===== src/rtl/press_sequence_decoder_if.sv =====
`default_nettype none
// ============================================================================
// press_sequence_decoder_if : press events in, assembled symbol words out
// Rev 1.0
// ============================================================================
interface press_sequence_decoder_if #(
  parameter int unsigned maxlen = 4
);
  logic              short;
  logic              long;
  logic [maxlen-1:0] code;
  logic [2:0]        len;
  logic              code_valid;
  logic              error;

  modport master (
    output short, long,
    input  code, len, code_valid, error
  );

  modport slave (
    input  short, long,
    output code, len, code_valid, error
  );
endinterface
`default_nettype wire


===== src/rtl/press_sequence_decoder.sv =====
`default_nettype none
// ============================================================================
// press_sequence_decoder : assembles short/long press events into Morse-style
// words, closed by an idle gap; over-length words are dropped with an error.
// Rev 1.0
// ============================================================================
module press_sequence_decoder #(
  parameter int unsigned gap    = 25000000,
  parameter int unsigned maxlen = 4
) (
  input  wire logic              Clock,
  input  wire logic              Reset,
  press_sequence_decoder_if.slave bus
);

  localparam logic [1:0] S_IDLE = 2'd0;
  localparam logic [1:0] S_COL  = 2'd1;
  localparam logic [1:0] S_EMIT = 2'd2;
  localparam logic [1:0] S_OVF  = 2'd3;

  localparam logic [31:0] c_gap    = 32'(gap);
  localparam logic [2:0]  c_maxlen = 3'(maxlen);

  logic [1:0]        r_state, w_state_nxt;
  logic [31:0]       r_count, w_count_nxt;
  logic [maxlen-1:0] r_code,  w_code_nxt;
  logic [2:0]        r_len,   w_len_nxt;

  logic              w_event;
  logic              w_sym;
  logic [maxlen-1:0] w_first;
  logic [maxlen-1:0] w_shifted;
  logic              w_code_valid;
  logic              w_error;

  // A simultaneous short+long is one long symbol, so the symbol is just 'long'.
  assign w_event = bus.short | bus.long;
  assign w_sym   = bus.long;

  always_comb begin
    w_first    = '0;
    w_first[0] = w_sym;
  end

  generate
    if (maxlen == 1) begin : g_shift_one
      assign w_shifted = w_sym;
    end else begin : g_shift_wide
      assign w_shifted = {r_code[maxlen-2:0], w_sym};
    end
  endgenerate

  always_ff @(posedge Clock or negedge Reset) begin
    if (!Reset) begin
      r_state <= S_IDLE;
      r_count <= c_gap;
      r_code  <= '0;
      r_len   <= '0;
    end else begin
      r_state <= w_state_nxt;
      r_count <= w_count_nxt;
      r_code  <= w_code_nxt;
      r_len   <= w_len_nxt;
    end
  end

  always_comb begin
    w_state_nxt = r_state;
    w_count_nxt = r_count;
    w_code_nxt  = r_code;
    w_len_nxt   = r_len;
    case (r_state)
      S_IDLE, S_EMIT: begin
        if (w_event) begin
          w_code_nxt  = w_first;
          w_len_nxt   = 3'd1;
          w_count_nxt = c_gap;
          w_state_nxt = S_COL;
        end else begin
          w_state_nxt = S_IDLE;
        end
      end
      S_COL: begin
        // Events beat the timeout, even in the cycle where count has hit zero.
        if (w_event) begin
          w_count_nxt = c_gap;
          if (r_len < c_maxlen) begin
            w_code_nxt = w_shifted;
            w_len_nxt  = r_len + 3'd1;
          end else begin
            w_state_nxt = S_OVF;
          end
        end else if (r_count == 32'd0) begin
          w_state_nxt = S_EMIT;
        end else begin
          w_count_nxt = r_count - 32'd1;
        end
      end
      S_OVF: begin
        if (w_event) begin
          w_count_nxt = c_gap;
        end else if (r_count == 32'd0) begin
          w_code_nxt  = '0;
          w_len_nxt   = '0;
          w_state_nxt = S_IDLE;
        end else begin
          w_count_nxt = r_count - 32'd1;
        end
      end
      default: begin
        w_state_nxt = S_IDLE;
        w_code_nxt  = '0;
        w_len_nxt   = '0;
        w_count_nxt = c_gap;
      end
    endcase
  end

  always_comb begin
    w_code_valid = (r_state == S_EMIT);
    w_error      = (r_state == S_OVF) && (r_count == 32'd0) && !w_event;
  end

  assign bus.code       = r_code;
  assign bus.len        = r_len;
  assign bus.code_valid = w_code_valid;
  assign bus.error      = w_error;

endmodule
`default_nettype wire


===== src/flat_wrapper.sv =====
// flat-port wrapper written by rule: the top's interface ports become plain ports
module press_sequence_decoder_flat 
#(
  parameter int unsigned gap    = 25000000,
  parameter int unsigned maxlen = 4
)
  (Clock, Reset, bus_short, bus_long, bus_code, bus_len, bus_code_valid, bus_error);
  press_sequence_decoder_if #(.maxlen(maxlen)) bus_i ();
  input  wire logic Clock;
  input  wire logic Reset;
  input wire logic [$bits(bus_i.short)-1:0] bus_short;
  input wire logic [$bits(bus_i.long)-1:0] bus_long;
  output wire logic [$bits(bus_i.code)-1:0] bus_code;
  output wire logic [$bits(bus_i.len)-1:0] bus_len;
  output wire logic [$bits(bus_i.code_valid)-1:0] bus_code_valid;
  output wire logic [$bits(bus_i.error)-1:0] bus_error;
  assign bus_i.short = bus_short;
  assign bus_i.long = bus_long;
  assign bus_code = bus_i.code;
  assign bus_len = bus_i.len;
  assign bus_code_valid = bus_i.code_valid;
  assign bus_error = bus_i.error;
  press_sequence_decoder #(.gap(gap), .maxlen(maxlen)) u_core (.Clock(Clock), .Reset(Reset), .bus(bus_i));
endmodule

===== config.mk =====
export PLATFORM = sky130hd
export DESIGN_NAME = press_sequence_decoder_flat
export DESIGN_NICKNAME = d
export VERILOG_FILES = /design/src/rtl/press_sequence_decoder_if.sv /design/src/rtl/press_sequence_decoder.sv /design/src/flat_wrapper.sv
export SDC_FILE = /design/constraint.sdc
export NUM_CORES = 1
export LEC_CHECK = 0
export ABC_CLOCK_PERIOD_IN_PS = 3800
export CORE_ASPECT_RATIO = 1.25
export CORE_MARGIN = 8
export CORE_UTILIZATION = 45
export DETAILED_ROUTE_END_ITERATION = 16
export PLACE_DENSITY = 0.72
export SYNTH_ARGS = -nofsm -noshare
export SYNTH_HDL_FRONTEND = slang
export SYNTH_SLANG_ARGS = --single-unit

===== constraint.sdc =====
create_clock -name Clock -period 3.8 [get_ports Clock]
set_input_delay 0.95 -clock Clock [delete_from_list [all_inputs] [get_ports Clock]]
set_output_delay 0.95 -clock Clock [all_outputs]
set_load 0.005 [all_outputs]

Word level (Yosys, flattened, before mapping)
Cells that the tools add are included.

Add/sub/neg operators: 2. $lt $le $gt $ge: 1. Equality and inequality tests: 11. Muxes and demuxes: 23. Bitwise operators: 1. Reductions and logical operators: 10.

Operators with widths (count): $mux 32 (3); $pmux 32 s2 (1); $logic_not 32->1 (1); $sub 32x1->32 const B (1); $mux 4 (5); $mux 3 (5); $pmux 4 s3 (1); $mux 2 (5); $pmux 3 s3 (1); $ne 2x1->1 const B (4); $pmux 2 s3 (1); $reduce_and 5->1 (1); $eq 2x2->1 const B (2); $reduce_and 4->1 (1); $reduce_or 2->1 (2); $add 3x1->3 const B (1); $lt 3x3->1 const B (1); $ne 3x1->1 const B (1); $ne 3x2->1 const B (1); $ne 3x3->1 const B (1); $eq 2x1->1 const B (1); $logic_and 1x1->1 (2); $logic_not 2->1 (1); $ne 2x2->1 const B (1); 4 further kinds (4).

Register bits: 41. Input port bits: 4. Output and inout bits: 9.

Logic depth before layout (Yosys ltp)
Depth after elaboration: 4. Gate-level depth with buffers: 9. Gate-level depth less buffers: 7.

Worst setup path before layout
No wires, ideal clock.

Path type: in2out. Start point: in bus_short. End point: out bus_error. Arrival: 2.623 ns. Slack: 0.227 ns. Cell stages on the path: 5. Path buffers: 1. Path through: or4_1 -> or4_4 -> or4_1 -> clkbuf_2 -> nor2_1.

Word-level cells in the longest chain between the ends: 3.

Ends and longest elaborated chain: from (decl) (line flat_wrapper.sv:11) `input wire logic [$bits(bus_i.short)-1:0] bus_short;`; $or 1x1->1 (line press_sequence_decoder.sv:37) `assign w_event = bus.short | bus.long;`; $logic_not 1->1 (line press_sequence_decoder.sv:121) `w_error = (r_state == S_OVF) && (r_count == 32'd0) && !w_event;`; $logic_and 1x1->1 (line press_sequence_decoder.sv:121); to (decl) (line flat_wrapper.sv:16) `output wire logic [$bits(bus_i.error)-1:0] bus_error;`.

No other way between the ends.

Worst setup path in the final report
Start point: in bus_long. End point: out bus_error.

Word-level cells in the longest chain between the ends: 3.

Ends and longest elaborated chain: from (decl) (line flat_wrapper.sv:12) `input wire logic [$bits(bus_i.long)-1:0] bus_long;`; $or 1x1->1 (line press_sequence_decoder.sv:37); $logic_not 1->1 (line press_sequence_decoder.sv:121); $logic_and 1x1->1 (line press_sequence_decoder.sv:121).

No other way between the ends.

==> summary.txt <==
worst setup margin: 0.0881 ns
Tot Pwr: 0.889 mW
CTS Hold Bufs: 0
CTS Buffer Depth: 2
area leader, netlist: dfrtp_1
Root Buffer: clkbuf_8
pre-CTS WS: -0.568 ns
row count: 29
Slowest-stage cell, CP: or4_4
CTS tree: built
Crit Reg-Reg Startpoint: u_core.r_count[10]
CP Launch Point: bus_long
drt drc: 0
overall track demand over capacity in global routing: 0.159
synthesized net count: 265
CTS buffer count: 5
post-synth top area share: 0.308
Setup Skew: 0.00876 ns
max-cap violation count: 0
first-pass GRT wire length: 10100 um
Hold Fails Final Rpt: 0
htree depth: 2
slew margin rel.: 0.379
clk_lat worst skew: 0.30 ns
fraction of layout cells with a size suffix above 1: 0.168
initial antenna violation count: 0
vias in the first global route: 2062
final setup vio count: 0
Crit path max-delay family: simple AND/OR/NAND/NOR gates
Avg WL per Cell: 17.5 um
Initial Util: 0.464
CTS clk-pin slew, worst paths: 0.07 ns
sequential fraction of the synthesis area: 0.441
total die area: 7830 um2
drt total wl: 5880 um
final std cells w/o fill: 336
synthesis-to-layout area growth: 12.3%
total number of vias: 2110
Slew Viols, Final: 0
detailed-router iteration count before antenna repair: 4
postcts setup bufs: 0
Crit path required time: 2.85 ns
final period utilization: 0.977
fin area: 2650 um2
HP Start: u_core.r_count[26]
crit path kind: in -> out
Mapped Area: 2360 um2
DP Area: 2570 um2
CP dominant cell by count: or4_4
number of warnings issued by yosys: 0
DRT iter0 DRCs: 177
FMAX: 0.269 GHz
Critical Path Start Type: input port
Crit Path Max Fanout: 2
Worst setup EP type: primary output
VDD IR max: 224 uV
RSZ-0062 raised after global routing: no
Leak Pwr: 1.04 nW
die width: 80.8 um
global placer's final weighted congestion: 0.892
CP cell instances: buf_6 > or4_4 > or4_4 > or4_4 > nor2_1 > buf_2
Die H: 96.9 um
io pins: 13
final core utilization: 0.521
Antenna diodes: 0
Fillers: 473
gr ovfl total: 0
HPWL Detailed: 3910 um
Yosys cell types: 48
ANT nets after route: 0
largest net degree at the start of global routing: 42
Worst Reg2Reg Path Length in Cells: 6
WP buf/inv: 2
WHS: 0.516 ns
CTS sink cnt: 41
Inst Count DP: 328
top cells by area, synth: dfrtp_1, dfstp_2, or3_1
crit path DAT: 2.76 ns
status: complete, no violations
#FFs+latches synth: 41
Final min period: 3.71 ns
core box area: 5080 um2
Port Buffers: 12
power density cells: 336 nW/um2
Synth Instances: 259
vias per cell: 6.28
final net count: 279
Worst path max stage delay: 0.55 ns
post-route setup TNS: 0 ns
Critical Path Stages: 6
Worst-Margin Slew: 0.931 ns
Hold Path Class: reg -> reg
Syn Area/Cell: 9.11 um2
Hold Path Depth: 1
==> final timing paths <==
path                                      end  slack [ns]
min reg2reg                u_core.r_count[26]        0.52
max                                 bus_error        0.09
max reg2reg                u_core.r_count[26]        1.08
max in group asynchronous   u_core.r_count[9]        2.44
min in group asynchronous  u_core.r_count[30]        0.79
min                        u_core.r_count[26]        0.52
==> state kept, by name, summed over array words and instances, names as in the netlist <==
register,flops
u_core.bus.code,4
u_core.bus.len,3
u_core.r_count,32
u_core.r_state,2
==> worst reg2reg max path, delay by kind of cell, from the launching register on <==
family | cells | cell delay (ns)
flip-flops | 1 | 0.42
AND/OR/NAND/NOR | 4 | 1.80
buffers and inverters | 1 | 0.19
AO/OA/AOI/OAI | 1 | 0.21
==> cells in the final DEF (no fill, tap or decap), types with 10 or more instances in the layout <==
| cell type | instances |
|---|---|
| dfstp_2 | 12 |
| a21oi_1 | 19 |
| nand3_1 | 10 |
| nand2_1 | 18 |
| dfrtp_1 | 29 |
| o21ai_0 | 18 |
| or3_1 | 20 |
| buf_4 | 10 |
| nor2_1 | 19 |
==> per-layer routing <==
metal	GRT usage	vias to the layer above	part of all wire
met5	0	-	0
met4	0.0607	0	0.012
met3	0.0370	9	0.047
met2	0.253	57	0.51
met1	0.201	1034	0.44
li1	-	1010	-
==> logic make-up after synthesis <==
group,after synthesis,share of synthesized area
buffers and inverters,21,0.0451
xor gates and xnor gates,1,0.00371
muxes,3,0.0127
adders and majority gates,2,0.0106
and+or+nand+nor,126,0.316
AOI/OAI and AO/OA,65,0.171
DFF,41,0.441
==> area by class of cell <==
type	instances	area (um2)	area share
inverters	5	18.8	0.00709
clock inverters	2	10.0	0.00378
multi-input cells	197	1230	0.463
clock buffers	6	72.6	0.0274
repair buffers	23	201	0.0761
flip-flops and latches	41	1040	0.393
well taps	62	77.6	0.0293
==> synthesized netlist by cell type (all sizes together) <==
library cell,count
a211oi,1
a21oi,19
a22o,5
a22oi,1
a311oi,1
a31oi,2
a41oi,1
and2,3
and3,3
and4,4
buf,6
clkbuf,10
dfrtp,29
dfstp,12
ha,2
inv,5
mux2i,3
nand2,18
nand2b,2
nand3,10
nand3b,4
nand4,3
nand4b,3
nor2,19
nor2b,1
nor3,8
nor3b,1
nor4,8
nor4b,1
o211ai,2
o21ai,20
o22ai,2
o311ai,3
o31a,1
o31ai,4
o41ai,3
or2,4
or3,20
or4,14
xnor2,1
==> repair_timing <==
item                                    4_1_cts  5_1_grt
endpoints found under the setup margin        1        1
resized for setup                            15        0
pin swaps                                     4        1
==> report_power, final <==
group	switching [mW]	internal, mW
combinational	0.0649	0.0613
clock	0.157	0.128
sequential	0.0208	0.458
total	0.242	0.647
No activity file was read; power rests on OpenSTA's default activity.
